--- src/rtl/pico_ctrl_pkg.sv ---
// Shared types for the picoMips fetch/decode controller.
//   op_t    : 3-bit opcode carried in the top field of every instruction word
//   state_t : controller sequencing states
//   OP_W / IMM_W : fixed field widths of the instruction word
package pico_ctrl_pkg;

  localparam int unsigned OP_W  = 3;
  localparam int unsigned IMM_W = 8;

  typedef enum logic [2:0] {
    OP_ADD  = 3'd0,
    OP_ADDI = 3'd1,
    OP_MULI = 3'd2,
    OP_RTA  = 3'd3,
    OP_LSW  = 3'd4,
    OP_STA  = 3'd5,
    OP_JMP  = 3'd6,
    OP_WSW  = 3'd7
  } op_t;

  typedef enum logic [1:0] {
    ST_FILL,
    ST_EXEC,
    ST_WAIT
  } state_t;

endpackage

--- src/rtl/pico_ctrl_if.sv ---
// ALU / register-file control bundle driven by the controller.
//   Func    : ALU function (opcode)
//   WE      : accumulator write enable
//   SelSW   : select switches as operand
//   SelImm  : select immediate as operand
//   Imm     : 8-bit immediate
//   RegAddr : register-file address
//   RegWE   : register-file write enable
// master = controller (producer), slave = datapath (consumer).
interface pico_ctrl_if #(
  parameter int unsigned REG_AW = 3
);
  logic [2:0]        Func;
  logic              WE;
  logic              SelSW;
  logic              SelImm;
  logic [7:0]        Imm;
  logic [REG_AW-1:0] RegAddr;
  logic              RegWE;

  modport master (output Func, WE, SelSW, SelImm, Imm, RegAddr, RegWE);
  modport slave  (input  Func, WE, SelSW, SelImm, Imm, RegAddr, RegWE);
endinterface

--- src/rtl/pico_ctrl_btn_edge.sv ---
// Button synchroniser and rising-edge detector.
//   Clock, Reset (async, active-high), Button (raw asynchronous input)
//   Pulse : one-cycle pulse per synchronised 0->1 transition of Button
module pico_btn_edge (
  input  logic Clock,
  input  logic Reset,
  input  logic Button,
  output logic Pulse
);

  logic s1_q, s2_q, s3_q;

  always_ff @(posedge Clock or posedge Reset) begin
    if (Reset) begin
      s1_q <= 1'b0;
      s2_q <= 1'b0;
      s3_q <= 1'b0;
    end else begin
      s1_q <= Button;
      s2_q <= s1_q;
      s3_q <= s2_q;
    end
  end

  assign Pulse = s2_q & ~s3_q;

endmodule

--- src/rtl/pico_ctrl.sv ---
// picoMips fetch/decode controller.
//   Clock, Reset : system clock, asynchronous active-high reset
//   ProgAddr     : ROM read address of the next instruction
//   ProgData     : ROM word {op, reg, imm}, valid one cycle after ProgAddr
//   Button       : raw user button used by WSW to pace execution
//   alu          : ALU / register-file control bundle (master side)
//   Waiting      : high while stalled on WSW
module pico_ctrl
  import pico_ctrl_pkg::*;
#(
  parameter  int unsigned PC_W    = 6,
  parameter  int unsigned REG_AW  = 3,
  localparam int unsigned INSTR_W = OP_W + REG_AW + IMM_W
) (
  input  logic               Clock,
  input  logic               Reset,
  output logic [PC_W-1:0]    ProgAddr,
  input  logic [INSTR_W-1:0] ProgData,
  input  logic               Button,
  pico_ctrl_if.master        alu,
  output logic               Waiting
);

  state_t          state_q, state_d;
  logic [PC_W-1:0] pc_q, pc_d;
  logic [PC_W-1:0] pc_inc;
  logic            btn_pulse;
  op_t             op;
  logic            we, sel_sw, sel_imm, reg_we;

  pico_btn_edge u_btn (
    .Clock  (Clock),
    .Reset  (Reset),
    .Button (Button),
    .Pulse  (btn_pulse)
  );

  assign op     = op_t'(ProgData[INSTR_W-1 -: OP_W]);
  assign pc_inc = pc_q + PC_W'(1);

  always_ff @(posedge Clock or posedge Reset) begin
    if (Reset) begin
      state_q <= ST_FILL;
      pc_q    <= '0;
    end else begin
      state_q <= state_d;
      pc_q    <= pc_d;
    end
  end

  // pc always records the address just issued to the ROM, so it names the
  // instruction presented on ProgData in the following cycle.
  always_comb begin
    state_d  = state_q;
    ProgAddr = pc_q;
    we       = 1'b0;
    sel_sw   = 1'b0;
    sel_imm  = 1'b0;
    reg_we   = 1'b0;
    Waiting  = 1'b0;
    case (state_q)
      ST_FILL: begin
        ProgAddr = '0;
        state_d  = ST_EXEC;
      end
      ST_EXEC: begin
        ProgAddr = pc_inc;
        case (op)
          OP_JMP: ProgAddr = ProgData[PC_W-1:0];
          OP_WSW: begin
            ProgAddr = pc_q;
            state_d  = ST_WAIT;
          end
          OP_STA: reg_we = 1'b1;
          OP_ADDI, OP_MULI: begin
            we      = 1'b1;
            sel_imm = 1'b1;
          end
          OP_LSW: begin
            we     = 1'b1;
            sel_sw = 1'b1;
          end
          default: we = 1'b1;
        endcase
      end
      ST_WAIT: begin
        Waiting = 1'b1;
        if (btn_pulse) begin
          ProgAddr = pc_inc;
          state_d  = ST_EXEC;
        end
      end
      default: begin
        ProgAddr = '0;
        state_d  = ST_FILL;
      end
    endcase
    pc_d = ProgAddr;
  end

  assign alu.Func    = ProgData[INSTR_W-1 -: OP_W];
  assign alu.Imm     = ProgData[IMM_W-1:0];
  assign alu.RegAddr = ProgData[IMM_W +: REG_AW];
  assign alu.WE      = we;
  assign alu.SelSW   = sel_sw;
  assign alu.SelImm  = sel_imm;
  assign alu.RegWE   = reg_we;

endmodule

--- src/flat_wrapper.sv ---
// flat-port wrapper written by rule: the top's interface ports become plain ports
module pico_ctrl_flat import pico_ctrl_pkg::*;
#(
  parameter  int unsigned PC_W    = 6,
  parameter  int unsigned REG_AW  = 3,
  localparam int unsigned INSTR_W = OP_W + REG_AW + IMM_W
)
  (Clock, Reset, ProgAddr, ProgData, Button, Waiting, alu_Func, alu_WE, alu_SelSW, alu_SelImm, alu_Imm, alu_RegAddr, alu_RegWE);
  pico_ctrl_if #(.REG_AW(REG_AW)) alu_i ();
  input  logic Clock;
  input  logic Reset;
  output logic [PC_W-1:0] ProgAddr;
  input  logic [INSTR_W-1:0] ProgData;
  input  logic Button;
  output logic Waiting;
  output wire logic [$bits(alu_i.Func)-1:0] alu_Func;
  output wire logic [$bits(alu_i.WE)-1:0] alu_WE;
  output wire logic [$bits(alu_i.SelSW)-1:0] alu_SelSW;
  output wire logic [$bits(alu_i.SelImm)-1:0] alu_SelImm;
  output wire logic [$bits(alu_i.Imm)-1:0] alu_Imm;
  output wire logic [$bits(alu_i.RegAddr)-1:0] alu_RegAddr;
  output wire logic [$bits(alu_i.RegWE)-1:0] alu_RegWE;
  assign alu_Func = alu_i.Func;
  assign alu_WE = alu_i.WE;
  assign alu_SelSW = alu_i.SelSW;
  assign alu_SelImm = alu_i.SelImm;
  assign alu_Imm = alu_i.Imm;
  assign alu_RegAddr = alu_i.RegAddr;
  assign alu_RegWE = alu_i.RegWE;
  pico_ctrl #(.PC_W(PC_W), .REG_AW(REG_AW)) u_core (.Clock(Clock), .Reset(Reset), .ProgAddr(ProgAddr), .ProgData(ProgData), .Button(Button), .alu(alu_i), .Waiting(Waiting));
endmodule
--- config.mk ---
export PLATFORM = sky130hd
export DESIGN_NAME = pico_ctrl_flat
export DESIGN_NICKNAME = d
export VERILOG_FILES = /design/src/rtl/pico_ctrl_pkg.sv /design/src/rtl/pico_ctrl_if.sv /design/src/rtl/pico_ctrl_btn_edge.sv /design/src/rtl/pico_ctrl.sv /design/src/flat_wrapper.sv
export SDC_FILE = /design/constraint.sdc
export NUM_CORES = 1
export LEC_CHECK = 0
export CAP_MARGIN = 20
export CELL_PAD_IN_SITES_DETAIL_PLACEMENT = 0
export CELL_PAD_IN_SITES_GLOBAL_PLACEMENT = 1
export CORE_UTILIZATION = 26
export CTS_CLUSTER_SIZE = 8
export DETAILED_ROUTE_END_ITERATION = 12
export PLACE_DENSITY_LB_ADDON = 0.1
export SETUP_SLACK_MARGIN = 0.02
export SLEW_MARGIN = 10
export SYNTH_ARGS = -nofsm -noshare
export SYNTH_HDL_FRONTEND = slang
export SYNTH_SLANG_ARGS = --single-unit
--- constraint.sdc ---
create_clock -name Clock -period 1.8 [get_ports Clock]
set_clock_uncertainty 0.15 [all_clocks]
set_input_delay 0.36 -clock Clock [delete_from_list [all_inputs] [get_ports Clock]]
set_output_delay 0.36 -clock Clock [all_outputs]
set_load 0.005 [all_outputs]
==> run metrics, run 1 <==
Min-Delay Path Class reg -> reg; maxcap violations 0; WHS Path Cells 0; average size of a mapped cell 8.77 sq um; min Tclk post-route roughly 2100 ps; CP Data Required Time 1290 ps; vias per cell 4.45; WL per Instance ~13 um; critical path arrival 1620 ps; async set-or-reset flop fraction in the synthesized netlist 100%; PortBufs 31; final-stage net count around 190; RSZ-0062 raised after global routing true; Final ANT Viol Nets 0; CP bufs+invs 3; vias in the first global route around 950; Most Frequent Cell on Critical Path buf_6; Max Clock Freq 0.469 GHz; WS Path Type reg -> out; Post-Syn Area 930 sq um; Seq. cell area around 280 sq um; CTS tree built; Worst-path clk slew about 80 ps; post-DP HPWL 1.88 mm; worst slew pin tran 479 ps; R2R depth 8; share of cells above drive strength 1 between 50% and 60%; Synth Register Bits 11; clk root buf clkbuf_4; WL final 2.72 mm; DP Cell Count 190; largest net degree at the start of global routing 12; Total GRT Usage around 15%; most frequent cells in the layout buf_4, buf_6, dfrtp_1; Die Height 61.8 um; cells after synthesis ~110; yosys warns 0; Final Max Tran Viols 0; Skew-Pair Late Insertion Delay between 200 and 300 ps; antenna violations before repair 0; area delta synth->final 85.1%; clock buffer depth 2; grt total ovfl 0; WP depth 7; gpl congestion 0.794; Finished Layout Cells 215; Power Density 1040 nW/um^2; Setup crit end kind primary output; Rows 21; EDFF count, synth 0; LEAKAGE 0.813 nW; overall power 1.79 mW; final worst-path cycle share 119%; top cell family by delay on the critical path flip-flops; Initial Util between 20 and 30%; setup TNS -1860 ps; first-pass GRT wire length roughly 4.2 mm; Ant. Diodes 0; fin worst setup slack -334 ps; Most used DFF post-synth dfrtp_1; Distinct cells, synth 32; Multi-input gate area 674 sq um; DRT Pass-1 Iters 4; Slowest cell on crit path dfrtp_1; # H-tree levels 1; commonest non-fill, non-tap cell in the layout buf_4; CP max FO 4; Slew HR 68.0%; worst path cell trace buf_6 > ha_4 > buf_6 > nand3_1 > o21ai_1 > a22o_1 > buf_2; vias 956; Final Util 50.8%; status complete, but fails checks; failing checks negative setup slack; max incr delay on CP 420 ps; sequential share of the synthesized area 29.6%; DIE WIDTH 61.8 um; num ports 42; fill count 325; Final setup viols 10; Mapped Nets 128; CTS Hold Bufs 0; Final Hold Fails 0; Setup crit start kind flip-flop; clock sink count 11; DRC 0; Die Area 3820 sq um; core area 3390 sq um; IR drop worst, VDD roughly 630 uV; drt initial violations 27; CTS Buf Count 3
==> sequential cells by signal (all words and copies together) (netlist names) <==
name and flops:
u_core.pc_q 6, u_core.u_btn.s1_q 1, u_core.state_q 2, u_core.u_btn.s2_q 1
u_core.u_btn.s3_q 1
==> cell type report <==
| class | count | area share, % |
|---|---|---|
| clock buffers | 3 | 1.31 |
| clock inverters | 1 | 0.291 |
| inverters | 4 | 1.02 |
| multi-input cells | 73 | 39.2 |
| flip-flops and latches | 11 | 16.0 |
| well taps | 46 | 3.35 |
| repair buffers | 77 | 38.8 |
==> worst register-to-register path, delay by kind of cell (launching register included) <==
| kind | cells | cell delay [ps] |
|---|---|---|
| flip-flops | 1 | 390 |
| adder cells (fa/ha/maj) | 1 | 170 |
| AND/OR/NAND/NOR | 1 | 50 |
| AO/OA/AOI/OAI | 1 | 180 |
| buffers and inverters | 5 | 610 |
==> routing by layer <==
layer	global-route usage, %	wire length (um)
met1	19.0	1230
met2	27.2	1360
met3	3.11	130
met4	1.90	0
met5	0	0
==> per-stage QoR <==
stage,hold WS [ps],instance area [sq um],setup slack [ps]
floorplan,62.4,931,30.7
global placement,187,1370,-820
detailed placement,190,1370,-832
CTS,209,1710,-307
global route,212,1720,-450
finish,206,1720,-334
==> where the power goes <==
group / internal (mW) / leakage, nW / switching [mW]
clock: 0.0822 / 0.0177 / 0.0989
sequential: 0.291 / 0.143 / 0.0447
combinational: 0.770 / 0.651 / 0.507
total: 1.14 / 0.813 / 0.650
==> kinds of logic (layout without fill, tap and decap cells) <==
family          after synthesis  in the layout  share of synthesized area, %
mux                           7              7                          7.81
buf+inv                      22             85                          15.5
flops                        11             11                          29.6
xor+xnor                      9              9                          8.48
fa+ha+maj                     5              5                          6.73
simple gates                 35             35                          19.9
compound gates               17             17                          12.0
==> final timing paths <==
check	start	slack (ps)	endpoint
worst max-delay path	u_core.state_q[1]	-330	ProgAddr[5]
worst min-delay path	u_core.u_btn.s1_q	210	u_core.u_btn.s2_q
worst min register to register	u_core.u_btn.s1_q	210	u_core.u_btn.s2_q
max in group asynchronous	Reset	930	u_core.state_q[1]
min in group asynchronous	Reset	240	u_core.u_btn.s3_q
worst max register to register	u_core.state_q[0]	170	u_core.pc_q[0]
==> synthesized netlist by cell type (2+ instances only) <==
cell | instances | area share, %
clkbuf_1 | 2 | 0.81
buf_4 | 14 | 11
nand2_1 | 11 | 4.4
o22ai_1 | 2 | 1.3
nand2b_1 | 2 | 1.3
ha_1 | 5 | 6.7
nand3_1 | 5 | 2.7
nor3b_1 | 2 | 1.6
mux2i_1 | 5 | 5.4
dfrtp_1 | 11 | 30
nor2_1 | 6 | 2.4
a32oi_1 | 2 | 1.9
nand3b_1 | 2 | 1.6
o21ai_0 | 2 | 1.1
xnor2_1 | 8 | 7.5
mux2_2 | 2 | 2.4
nor2b_1 | 2 | 1.3
a21oi_1 | 6 | 3.2
inv_1 | 4 | 1.6
==> timing repair <==
action	4_1_cts	5_1_grt
pin swaps	11	10
resized for setup	100	11
buffers inserted	25	2
setup endpoints to repair	20	14
No activity file was read; power rests on OpenSTA's default activity.
==> inputs of run 2 (changes only) <==
- GPL_ROUTABILITY_DRIVEN: unset -> 0
==> results of run 2 <==
The final DEF is identical to that of run 1; final timing and power are the same.
==> inputs of run 3 (changes only) <==
- CORE_MARGIN: unset -> 2
- HOLD_SLACK_MARGIN: unset -> 0.08
- REMOVE_ABC_BUFFERS: unset -> 1
==> run 3 against run 2 <==
The flow still finishes with violations (negative setup slack). Critical path depth is the same. Largest power group unchanged. Largest cell class unchanged. Global-route usage shrank 1.7 points. Combinational power shrank 7%. Register-to-register slack lost 20 ps. Cell count shrank 4.7%. Worst hold slack lost 2.6 ps.
==> run metrics, run 3 (synthesized netlist as in run 1, its figures left out) <==
Worst R2R Start u_core.state_q[1]; CTS tree built; Slowest cell on crit path dfrtp_1; clock sink count 11; WL final 2.79 mm; Multi-input gate area 684 sq um; CTS Hold Bufs 0; most frequent cells in the layout buf_4, clkdlybuf4s50_1, buf_6, dfrtp_1, buf_2; commonest non-fill, non-tap cell in the layout buf_4; Power Density 1050 nW/um^2; maxcap violations 0; WHS Path Cells 0; Final Hold Fails 0; core area 3390 sq um; overall power 1.71 mW; Max Clock Freq about 0.48 GHz; max incr delay on CP 370 ps; vias per cell 4.44; largest net degree at the start of global routing 12; Worst-path clk slew 80 ps; Die Height 63.8 um; Initial Util between 20% and 30%; IR drop worst, VDD slightly above 600 uV; Min-Delay Path Class reg -> reg; WHS Endpoint u_core.u_btn.s2_q; vias in the first global route 925; drt initial violations 13; fin area 1620 sq um; vias 911; Setup crit start kind flip-flop; grt total ovfl 0; Slew HR 69.0%; Final Max Tran Viols 0; setup TNS -2360 ps; Most Frequent Cell on Critical Path inv_2; failing checks negative setup slack; antenna violations before repair 0; WL per Instance 13.6 um; # H-tree levels 1; worst slew pin tran 465 ps; share of cells above drive strength 1 54.1%; Most flops, register u_core.pc_q; DIE WIDTH 63.8 um; status complete, but fails checks; CP max FO 5; Final ANT Viol Nets 0; LEAKAGE 0.758 nW; hold path start u_core.u_btn.s1_q; Die Area between 4000 and 5000 sq um; Final Util 47.9%; Total GRT Usage a little over an eighth; max FFs per register 6; Rows 21; DRT Pass-1 Iters 4; CTS Buf Count 3; Area after DPL 1350 sq um; min Tclk post-route approximately 2100 ps; critical path arrival around 1600 ps; worst path cell trace inv_2 > buf_6 > ha_4 > inv_2 > a31oi_1 > a22o_1 > buf_2; final worst-path cycle share 116%; Seq. cell area 277 sq um; CP Data Required Time 1290 ps; CP bufs+invs 4; first-pass GRT wire length 4.19 mm; clock buffer depth 2; post-DP HPWL 1.94 mm; area delta synth->final 74.7%; top cell family by delay on the critical path flip-flops; RSZ-0062 raised after global routing true; Reg2Reg Setup Slack 150 ps; clk root buf clkbuf_4; DP Worst Slack -845 ps; Skew-Pair Late Insertion Delay 270 ps; Final setup viols 11; WS Path Type reg -> out; Setup crit end kind primary output; reg-to-reg critical path endpoint u_core.state_q[0]; Ant. Diodes 0; PortBufs 31; fin worst setup slack -293 ps; final-stage net count between 150 and 200; DRC 0; fill count 334; num ports 42; R2R depth 6; biggest regs u_core.pc_q x6, u_core.state_q x2
[run 3: final cells by class]
cell class                 count  share of cell area [%]
clock inverter                 1                   0.308
inverter                       4                   0.924
tap                           46                    3.54
clock buffer                   3                    1.39
sequential                    11                    17.0
timing repair buffer          67                    34.7
multi-input combinational     73                    42.1
[run 3: worst max-delay path by stage]
| stage | slack, ps | startpoint | depth (start not counted) | end |
|---|---|---|---|---|
| floorplan | 40 | u_core.state_q[0] | 5 | ProgAddr[5] |
| global placement | -790 | ProgData[11] | 6 | ProgAddr[5] |
| detailed placement | -840 | ProgData[11] | 7 | ProgAddr[1] |
| CTS | -300 | u_core.state_q[0] | 7 | ProgAddr[5] |
| global route | -400 | u_core.state_q[1] | 7 | ProgAddr[5] |
| finish | -290 | u_core.state_q[1] | 7 | ProgAddr[5] |
[run 3: through the flow]
stage | cells | hold slack [ps]
2_1_floorplan | 88 | 62.4
3_3_place_gp | 189 | 192
3_5_place_dp | 189 | 185
4_1_cts | 204 | 205
5_1_grt | 205 | 232
6_report | 205 | 203
[run 3: metal layers]
metal,track usage (%),share of wire [%]
met1,15.7,44
met2,23.0,50
met3,4.93,5.5
met4,2.99,0.79
met5,0,0
[run 3: timing repair]
item / 4_1_cts / 5_1_grt
endpoints found under the setup margin: 20 / 12
buffers inserted: 11 / 1
pin swaps: 14 / 5
hold endpoints to repair: 0 / 0
gates resized for setup: 90 / 12
[run 3: where the power goes]
group          switching [mW]  internal [mW]
sequential             0.0463          0.294
combinational           0.498          0.695
clock                  0.0971         0.0823
total                   0.642           1.07
==> RTL edit, RTL diff (settings of run 1) <==
Reset style: synchronous (`Reset`), changed in 2 clocked blocks. Comments in the files are not updated.
--- a/src/rtl/pico_ctrl_btn_edge.sv
+++ b/src/rtl/pico_ctrl_btn_edge.sv
@@ -10,7 +10,7 @@
 
   logic s1_q, s2_q, s3_q;
 
-  always_ff @(posedge Clock or posedge Reset) begin
+  always_ff @(posedge Clock) begin
     if (Reset) begin
       s1_q <= 1'b0;
       s2_q <= 1'b0;
--- a/src/rtl/pico_ctrl.sv
+++ b/src/rtl/pico_ctrl.sv
@@ -38,7 +38,7 @@
   assign op     = op_t'(ProgData[INSTR_W-1 -: OP_W]);
   assign pc_inc = pc_q + PC_W'(1);
 
-  always_ff @(posedge Clock or posedge Reset) begin
+  always_ff @(posedge Clock) begin
     if (Reset) begin
       state_q <= ST_FILL;
       pc_q    <= '0;
Formal check against the unedited RTL: differs if Reset is asserted again (counterexample within 4 cycles, from zero or initial values and one cycle with Reset high); with Reset held inactive, the same outputs for 10 cycles.
==> RTL edit against run 1 <==
- the run still ends with setup timing left
- sequential cell count unchanged
- synthesized area increased by 8.3%
- cell area fell by 0.36%
- die area increased by 8.1%
- critical path depth is 1 higher
- wire length rose by 7.0%
- worst setup slack got worse by 0.039 ns
- final cell count up 7.0%
Power is not compared: it rests on default switching activity, and its combinational part moved more than twofold at a synthesized area within 25%.
==> RTL edit: results (changes against run 1) <==
[run_status]
status=complete, but fails checks  ; unchanged
violations=setup timing  ; unchanged

[finish]
reg.largest.list=u_core.pc_q (6), u_core.state_q (2)  ; unchanged
fin_area_mm2=0.001714  ; was 0.001720 mm²
drive_gt1_share_pct=49.45  ; was 56.21%
n_antenna_cell=0  ; unchanged
nFillCells=393  ; was 325
num-nets-final=205  ; was 192

[min_path]
whs_path_depth=1  ; was 0
hp-class=flop to flop  ; unchanged

[yosys]
yosysSeqAreaShare_pct=21.86  ; was 29.61%
ys_async_sr_fraction_pct=0  ; was 100.0%
synth_fp_nets=150  ; was 128
yosysWarningCount=0  ; unchanged
synth_common_cells=nand2_1 (15), buf_4 (14), dfxtp_1 (11)  ; was buf_4 (14), dfrtp_1 (11), nand2_1 (11)
avgSynthCellArea_um2=7.869  ; was 8.770 µm²
yosys-top-cells-area=dfxtp_1 (22%), buf_4 (10%), ha_1 (6.2%)  ; was dfrtp_1 (30%), buf_4 (11%), xnor2_1 (7.5%)
synthDistinctLibCells=35  ; was 32

[routing]
postRouteWirelength_mm=2.914  ; was 2.724 mm
drt_pass1_iterations=4  ; unchanged
first_iter_violations=26  ; was 27
vias_per_cell=4.552  ; was 4.447
vias=1047  ; was 956

[setup_path]
cp_top_family=compound AO/OA/AOI/OAI gates  ; was flip-flops
critPathArrivalTime_ns=1.66  ; was 1.62 ns
worstPathMaxFanout=2  ; was 4
slowest_stage=dfxtp_2  ; was dfrtp_1
rr_worst_depth=8  ; unchanged
cpPeakStageDelay_ns=0.32  ; was 0.42 ns

[global_routing]
grt_use_met1_pct=17.82  ; was 18.99%
gr-usage-met2_pct=25.66  ; was 27.19%
grt_max_degree=12  ; unchanged
grt_pass1_wl_mm=4.664  ; was 4.215 mm
antenna_found_initial=0  ; unchanged
grt.total_usage_pct=15.10  ; was 15.07%
grtUsageMet3_pct=3.929  ; was 3.106%

[clock_network]
clk_latency_ns=0.24  ; was 0.28 ns
clkTransAtPathRegs_ns=0.05  ; was 0.08 ns
clock_path_buffers=2  ; unchanged
cts-root-buf=clkbuf_8  ; was clkbuf_4
numCtsBuffers=3  ; unchanged

[place]
dp_cells=215  ; was 190
dp_hpwl_mm=2.106  ; was 1.881 mm
dp_slack_ns=-0.9102  ; was -0.8317 ns
placed_cell_area_mm2=0.001451  ; was 0.001369 mm²
gp_congestion=0.7923  ; was 0.7935

[sta]
setup_viol=9  ; was 10
max_slew_margin_pct=83.56  ; was 68.01%
finalCritPeriodShare_pct=120.7  ; was 118.5%
tns_ns=-1.637  ; was -1.865 ns
setup_slack_ns=-0.3722  ; was -0.3335 ns

[pwr]
p_leak_nw=0.7370

==> RTL edit: logic make-up after synthesis <==
group / count (synthesis) / synth area share (%)
AO/OA/AOI/OAI: 25 / 16.64
adder cells (fa/ha/maj): 5 / 6.211
XOR/XNOR: 3 / 2.609
AND/OR/NAND/NOR: 53 / 28.94
buffers and inverters: 24 / 16.65
flip-flops: 11 / 21.86
multiplexers: 7 / 7.081
==> RTL edit: path summary, 6_finish.rpt <==
| kind | startpoint | to | slack, ns |
|---|---|---|---|
| setup / recovery | u_core.state_q[1] | ProgAddr[2] | -0.37 |
| hold / removal | u_core.u_btn.s1_q | u_core.u_btn.s2_q | 0.29 |
| setup reg to reg | u_core.state_q[0] | u_core.state_q[0] | 0.18 |
| hold reg to reg | u_core.u_btn.s1_q | u_core.u_btn.s2_q | 0.29 |
==> RTL edit: what timing repair did <==
action,CTS,global route
pin swaps,15,5
gates resized for setup,80,16
setup buffers,12,1
setup endpoints to repair,23,12
==> RTL edit: cell type report <==
class | instances | area, µm² | share of cell area (%)
Tap cell | 48 | 60.06 | 3.504
Sequential cell | 11 | 227.7 | 13.28
Inverter | 3 | 13.76 | 0.8029
Timing Repair Buffer | 71 | 604.3 | 35.26
Clock buffer | 4 | 45.04 | 2.628
Multi-Input combinational cell | 93 | 763.2 | 44.53
==> RTL edit: report_power, final <==
group          internal (mW)  switching (mW)
clock network          0.156          0.0989
registers              0.255         0.00965
logic                  0.225           0.164
total                  0.636           0.273
==> RTL edit: per-layer routing <==
layer / wire [µm] / up-vias
li1: - / 540
met1: 1294 / 479
met2: 1438 / 21
met3: 134 / 7
met4: 45 / 0
met5: 0 / -
